### config.mk
export PLATFORM = sky130hd
export DESIGN_NAME = ram_loader_flat
export DESIGN_NICKNAME = d
export VERILOG_FILES = /design/src/rtl/ram_loader_if.sv /design/src/rtl/ram_loader.sv /design/src/flat_wrapper.sv
export SDC_FILE = /design/constraint.sdc
export NUM_CORES = 1
export LEC_CHECK = 0
export ABC_AREA = 1
export CORE_MARGIN = 10
export CORE_UTILIZATION = 45
export DETAILED_ROUTE_END_ITERATION = 16
export GPL_TIMING_DRIVEN = 0
export PLACE_DENSITY = 0.67
export SYNTH_ARGS = -nofsm -noshare
export SYNTH_HDL_FRONTEND = slang
export SYNTH_SLANG_ARGS = --single-unit
### constraint.sdc
create_clock -name clk -period 7.2 [get_ports clk]
set_clock_uncertainty 0.1 [all_clocks]
set_input_delay 1.08 -clock clk [delete_from_list [all_inputs] [get_ports clk]]
set_output_delay 1.08 -clock clk [all_outputs]
set_load 0.1 [all_outputs]
### src/rtl/ram_loader_if.sv
// Byte-stream-in / RAM-write-out bus of the RAM image loader.
// master = loader side, slave = receiver/RAM/control side.
interface ram_loader_if #(
  parameter int ADDR_WIDTH = 16,
  parameter int WIDTH      = 16
);
  logic [7:0]            i_rx_data;
  logic                  i_rx_valid;
  logic [ADDR_WIDTH-1:0] o_address;
  logic                  o_load_enable;
  logic [WIDTH-1:0]      o_load_data;
  logic                  o_busy;
  logic                  o_done;
  logic                  o_error;

  modport master (
    input  i_rx_data, i_rx_valid,
    output o_address, o_load_enable, o_load_data, o_busy, o_done, o_error
  );
  modport slave (
    output i_rx_data, i_rx_valid,
    input  o_address, o_load_enable, o_load_data, o_busy, o_done, o_error
  );
endinterface

### src/rtl/ram_loader.sv
// Decodes a framed byte stream (sync, addr, count, words, xor checksum) and
// writes the words into the single-port RAM in place of the CPU.
module ram_loader #(
  parameter int         RAM_DEPTH = 2**16,
  parameter int         WIDTH     = 16,
  parameter logic [7:0] SYNC_BYTE = 8'hA5
) (
  input logic clk,
  input logic rst,
  input logic clk_en,
  ram_loader_if.master bus
);
  localparam int ADDR_WIDTH     = $clog2(RAM_DEPTH);
  localparam int BYTES_PER_WORD = WIDTH / 8;
  localparam int BCW            = (BYTES_PER_WORD > 1) ? $clog2(BYTES_PER_WORD) : 1;

  typedef enum logic [2:0] {IDLE, ADDR_HI, ADDR_LO, CNT_HI, CNT_LO, DATA, CSUM} state_t;

  state_t                state;
  logic [7:0]            addr_hi, cnt_hi, csum;
  logic [15:0]           words_left;
  logic [BCW-1:0]        byte_cnt;
  logic [ADDR_WIDTH-1:0] address;
  logic [WIDTH-1:0]      load_data;
  logic                  load_enable, busy, done, error;

  logic [7:0] rx;
  assign rx = bus.i_rx_data;

  always_ff @(posedge clk or posedge rst) begin
    if (rst) begin
      state       <= IDLE;
      addr_hi     <= '0;
      cnt_hi      <= '0;
      csum        <= '0;
      words_left  <= '0;
      byte_cnt    <= '0;
      address     <= '0;
      load_data   <= '0;
      load_enable <= 1'b0;
      busy        <= 1'b0;
      done        <= 1'b0;
      error       <= 1'b0;
    end else begin
      done <= 1'b0;
      if (bus.i_rx_valid && load_enable) begin
        // A byte arriving while a word still waits for its commit is lost.
        load_enable <= 1'b0;
        error       <= 1'b1;
        busy        <= 1'b0;
        state       <= IDLE;
      end else begin
        if (load_enable && clk_en) begin
          load_enable <= 1'b0;
          address     <= (address == ADDR_WIDTH'(RAM_DEPTH - 1)) ? '0
                                                                 : address + ADDR_WIDTH'(1);
        end
        if (bus.i_rx_valid) begin
          unique case (state)
            IDLE: if (rx == SYNC_BYTE) begin
              state <= ADDR_HI;
              busy  <= 1'b1;
              error <= 1'b0;
              csum  <= '0;
            end
            ADDR_HI: begin
              addr_hi <= rx;
              csum    <= csum ^ rx;
              state   <= ADDR_LO;
            end
            ADDR_LO: begin
              address <= ADDR_WIDTH'({addr_hi, rx});
              csum    <= csum ^ rx;
              state   <= CNT_HI;
            end
            CNT_HI: begin
              cnt_hi <= rx;
              csum   <= csum ^ rx;
              state  <= CNT_LO;
            end
            CNT_LO: begin
              words_left <= {cnt_hi, rx};
              byte_cnt   <= '0;
              csum       <= csum ^ rx;
              state      <= ({cnt_hi, rx} == 16'd0) ? CSUM : DATA;
            end
            DATA: begin
              load_data <= WIDTH'({load_data, rx});
              csum      <= csum ^ rx;
              if (byte_cnt == BCW'(BYTES_PER_WORD - 1)) begin
                byte_cnt    <= '0;
                load_enable <= 1'b1;
                words_left  <= words_left - 16'd1;
                if (words_left == 16'd1) state <= CSUM;
              end else begin
                byte_cnt <= byte_cnt + BCW'(1);
              end
            end
            CSUM: begin
              state <= IDLE;
              busy  <= 1'b0;
              if (rx == csum) done  <= 1'b1;
              else            error <= 1'b1;
            end
            default: state <= IDLE;
          endcase
        end
      end
    end
  end

  assign bus.o_address     = address;
  assign bus.o_load_enable = load_enable;
  assign bus.o_load_data   = load_data;
  assign bus.o_busy        = busy;
  assign bus.o_done        = done;
  assign bus.o_error       = error;
endmodule

### src/flat_wrapper.sv
// flat-port wrapper written by rule: the top's interface ports become plain ports
module ram_loader_flat 
#(
  parameter int         RAM_DEPTH = 2**16,
  parameter int         WIDTH     = 16,
  parameter logic [7:0] SYNC_BYTE = 8'hA5
)
  (clk, rst, clk_en, bus_i_rx_data, bus_i_rx_valid, bus_o_address, bus_o_load_enable, bus_o_load_data, bus_o_busy, bus_o_done, bus_o_error);
  ram_loader_if #(.ADDR_WIDTH(16), .WIDTH(WIDTH)) bus_i ();
  input logic clk;
  input logic rst;
  input logic clk_en;
  input wire logic [$bits(bus_i.i_rx_data)-1:0] bus_i_rx_data;
  input wire logic [$bits(bus_i.i_rx_valid)-1:0] bus_i_rx_valid;
  output wire logic [$bits(bus_i.o_address)-1:0] bus_o_address;
  output wire logic [$bits(bus_i.o_load_enable)-1:0] bus_o_load_enable;
  output wire logic [$bits(bus_i.o_load_data)-1:0] bus_o_load_data;
  output wire logic [$bits(bus_i.o_busy)-1:0] bus_o_busy;
  output wire logic [$bits(bus_i.o_done)-1:0] bus_o_done;
  output wire logic [$bits(bus_i.o_error)-1:0] bus_o_error;
  assign bus_i.i_rx_data = bus_i_rx_data;
  assign bus_i.i_rx_valid = bus_i_rx_valid;
  assign bus_o_address = bus_i.o_address;
  assign bus_o_load_enable = bus_i.o_load_enable;
  assign bus_o_load_data = bus_i.o_load_data;
  assign bus_o_busy = bus_i.o_busy;
  assign bus_o_done = bus_i.o_done;
  assign bus_o_error = bus_i.o_error;
  ram_loader #(.RAM_DEPTH(RAM_DEPTH), .WIDTH(WIDTH), .SYNC_BYTE(SYNC_BYTE)) u_core (.clk(clk), .rst(rst), .clk_en(clk_en), .bus(bus_i));
endmodule
==> results of run 1 <==
## power by group through the flow
| stage | Clock (uW) | Sequential (uW) | Combinational [uW] |
|---|---|---|---|
| after floorplan | 0 | 1430 | 565 |
| after global placement | 0 | 839 | 1500 |
| after detailed placement | 0 | 845 | 1530 |
| after CTS | 440 | 837 | 1530 |
| after global routing | 458 | 871 | 1650 |
| final | 430 | 840 | 1520 |
## cells in the final DEF (no fill, tap or decap), types with 2 or more instances in the layout
master and count:
nor2_2 3, o22ai_1 3, buf_6 4, nand3b_1 5, nand2_4 3, a21oi_1 21, nand3_1 36, bufinv_16 3
clkdlybuf4s50_1 47, o21ai_1 10, inv_1 62, nor2_1 67, o21a_1 2, inv_8 3, nor2_4 6, dfrtp_1 80
nand2_1 180, clkbuf_8 9, nand4_1 13, nor3_1 4, xor2_1 9, inv_2 6, ha_1 3, buf_2 6
nand2_2 3, a32oi_1 2, o21ai_0 64, o21bai_1 5, xnor2_1 6, clkbuf_1 4, nand3_2 8, o211ai_1 2
## kinds of logic after synthesis
kind of cell               Yosys count
and+or+nand+nor                    328
AOI/OAI and AO/OA                  111
xor gates and xnor gates            15
adders and majority gates            3
DFF                                 80
buffers and inverters               84
## metal layers
layer | vias up | track usage, % | wire, um
met5 | - | 0 | 0
met4 | 0 | 5.204 | 175
met3 | 16 | 2.513 | 647
met2 | 131 | 29.29 | 6031
met1 | 2051 | 23.41 | 5574
li1 | 2137 | - | -
## through the flow
stage	power, uW	area [um2]	cells
global placement	2342	5224	801
global route	2983	5510	818
detailed placement	2373	5254	802
floorplan	1993	4587	621
finish	2793	5510	818
CTS	2809	5510	818
## cell type report
type / count / area [um2] / area share [%]
buffer: 14 / 90.09 / 1.635
multi-input combinational: 457 / 2231 / 40.49
clock buffer: 9 / 123.9 / 2.248
sequential: 80 / 2002 / 36.33
timing repair buffer: 48 / 498.0 / 9.037
inverter: 70 / 266.5 / 4.837
tap: 133 / 166.4 / 3.020
clock inverter: 7 / 132.6 / 2.407
## flip-flops by register name (all words and copies together) (netlist names)
register	flops
u_core.addr_hi	8
u_core.bus.o_address	16
u_core.bus.o_busy	1
u_core.bus.o_done	1
u_core.bus.o_error	1
u_core.bus.o_load_data	16
u_core.bus.o_load_enable	1
u_core.byte_cnt	1
u_core.cnt_hi	8
u_core.csum	8
u_core.state	3
u_core.words_left	16
## worst paths after layout
| path | endpoint | depth (start not counted) |
|---|---|---|
| max reg2reg | u_core.bus.o_address[12] | 9 |
| max | bus_o_load_enable | 1 |
| min reg2reg | u_core.bus.o_error | 2 |
| min | u_core.bus.o_error | 2 |
| max in group asynchronous | u_core.words_left[2] | 3 |
| min in group asynchronous | u_core.bus.o_address[9] | 2 |
==> results.txt, run 1 <==
The run finished with clean final reports. The pre-CTS setup slack is 4132 ps. The number of buffers added by the clock tree synthesis step is 9. Summed over its instances, the top area cell type makes up 43.64% of the synthesized netlist area. The worst setup path category is reg2out. The initial antenna violation count is 0. The synthesized netlist devotes 13.01% of its cell area to compound gates. The CTS tree is yes. The clock insertion delay at the later pin of the skew report is 350 ps.

The fmax is around 310 MHz. The synthesis-to-finish area growth is 20.13%. For this run, the total global-route usage over all layers was measured as 17.69%.

The hold violation total from the final report was 0. The worst hold path begins at u_core.bus.o_error. Subtracting the final worst setup slack from the clock period gives 3237 ps.

Per report_power, the clock group accounts for 15.4% of the total. Setup repair after global routing left no endpoint under its margin. Counting every instance in the synthesized netlist gives 621. The number of global-route vias before repair came out at 4,227. The largest area contributor in the synthesized netlist is dfrtp_1. The slack of the worst reg-to-reg path came out at 5350 ps. Of the total synthesized cell area, the portion taken by AND, OR, NAND and NOR gates is about a third. The clock-pin slew on the worst setup and hold paths came out at 90 ps.

The remaining antenna violation count came out at 0. Counting every net in the synthesized netlist gives 636. The remaining global-route overflow came out at 0.

The routed layout has 4,335 vias. The clock passes through at most 2 buffers. In this run the critical register-to-register path is launched from u_core.bus.o_load_enable. In this design, the largest share of critical-path delay is due to buffers and inverters. The number of placement rows came out at 36. The final layout net count came out at 695. The startpoint type of the worst setup path is a flip-flop. After synthesis, the most frequently instantiated cells are nand2_1, dfrtp_1, nor2_1, o21ai_0, inv_1. The path type of the worst min-delay path is reg2reg. Traced cell by cell, the critical path runs through clkdlybuf4s50_1. The total DRC errors in the routed layout is 0. Combinational logic is responsible for between 50 and 60% of the overall power. The part of the total power dissipated in sequential elements came out at 30.1%. STA classifies the critical path endpoint as a primary output. The number of gates resized after cts came out at 0. The first-pass GRT wire length is around 21 mm. The repair_antennas step left the layout with diodes totalling 0. Once the floorplan was initialized, standard cells occupied 46.50% of the core. The sequential cell area fraction in the yosys report is 43.64%. The power density relative to cell area is 506.8 mW/mm2. The arrival time of the worst setup path is 2060 ps. After detailed routing, the total wire length is 12.43 mm. The portion of the clock cycle consumed by the worst path in the final layout came out at 44.96%. The clock net in this run drives a total of 80 sinks. The die is 121.0 um wide.

The maximum single-stage delay on the critical path came out at between 1000 and 1500 ps. Dividing the detail-routed wire length by the instance count gives between 15 and 20 um. After the first detailed-routing iteration, the DRC count stood at 372.

In this run switching power makes up 53.99% of total power. The largest family of logic cells by synthesized area is simple AND/OR/NAND/NOR gates. Of all nets on the critical path, the largest fanout is 5.

The number of synthesized flops with an enable pin is 0. The cell with the most instances after synthesis is nand2_1. The utilization after layout came out at 55.86%. The number of top-level pins is 48. The internal power of the cells is approximately 1300 uW. Across the run, the number of max-cap violations was 0. The die covers roughly 0.015 mm2. The hold buffer count at cts came out at 0.

The vertical die dimension is 121.0 um. The count of filler cells inserted in the layout came out at approximately 940. The largest net degree at the start of global routing came out at 57. During synthesis, Yosys emitted a total of 0 warnings. The number of H-tree levels is 3. The average vias per placed instance is 5.300. The count of cell types in the netlist came out at 31.

The slowest library cell on the worst path is clkdlybuf4s50_1. The worst hold slack came out at 384.6 ps. The share of synthesized area spent on multiplexers came out at 0%. The dominant register cell in the synthesized netlist is dfrtp_1. The net switching component of the power came out at 1508 uW. The cell chosen for the clock root is clkbuf_8.

The share of flip-flops with an asynchronous set or reset is 100.0%. The quantity of I/O buffers inserted on ports is between 40 and 50. Setup violations remaining at the end of the flow were counted as 0. The proportion of layout cells with a drive suffix above 1 is under 10%. In the post-synthesis netlist, the biggest area contributors are dfrtp_1, nand2_1, o21ai_0. The headroom to the max-slew limit is 34.32%. Together, buffers and inverters on the worst path number 1. The count of pins over their slew limit came out at 0. The static leakage is approximately 0.0026 uW. The synthesized-area fraction occupied by xor and xnor cells is around 2.9%. The count of buffers added by post-CTS timing repair for setup came out at 0. The post-synthesis adder-cell area fraction came out at less than 1%. The total negative slack is 0 ps. IR analysis of the VDD net gives a maximum drop of 233.9 uV.

The core region is 0.009864 mm2. The congestion estimate from routability-driven global placement came to 0.9442. The cell area after synthesis came out at 0.004587 mm2. The minimum setup slack in the final design is 3963 ps. The average cell area after synthesis is 7.386 um2. The total of flip-flops plus latches after synthesis is 80. At the pin with the least slew margin, the transition time is between 900 and 1000 ps. The data required time of the worst path is 6020 ps. The HPWL after detailed placement came out at 9.119 mm. The length of the first detailed-routing pass in iterations came out at 5. The critical path starts at u_core.bus.o_load_enable.
Note: power is estimated with default switching activity, not from simulation.
==> run 2: changes to the inputs <==
==> constraint.sdc (replaced) <==
create_clock -name clk -period 3.12 [get_ports clk]
set_clock_uncertainty 0.1 [all_clocks]
set_input_delay 0.468 -clock clk [delete_from_list [all_inputs] [get_ports clk]]
set_output_delay 0.468 -clock clk [all_outputs]
set_load 0.1 [all_outputs]
==> results of run 2 <==
The final DEF is identical to that of run 1. Status: finished clean.
Main changes from that run: setup slack after placement 4132 ps -> 664.1 ps; clock-pin slew on the worst setup and hold paths 90 ps -> 100 ps; setup slack after layout 3963 ps -> 494.9 ps; hold slack 384.6 ps -> 342.9 ps; register-to-register setup slack 5350 ps -> 1270 ps; total power 2793 uW -> 6444 uW; worst IR drop on VDD 233.9 uV -> 539.8 uV
==> run 3: changes to the inputs <==
==> constraint.sdc (replaced) <==
create_clock -name clk -period 2.7 [get_ports clk]
set_clock_uncertainty 0.1 [all_clocks]
set_input_delay 0.405 -clock clk [delete_from_list [all_inputs] [get_ports clk]]
set_output_delay 0.405 -clock clk [all_outputs]
set_load 0.1 [all_outputs]
==> results of run 3 <==
The final DEF is identical to that of run 1. Status: finished clean.
Main changes from that run: setup slack after placement 4132 ps -> 307.1 ps; clock-pin slew on the worst setup and hold paths 90 ps -> 100 ps; setup slack after layout 3963 ps -> 137.9 ps; hold slack 384.6 ps -> 279.9 ps; register-to-register setup slack 5350 ps -> 850 ps; total power 2793 uW -> 7447 uW; worst IR drop on VDD 233.9 uV -> 623.8 uV
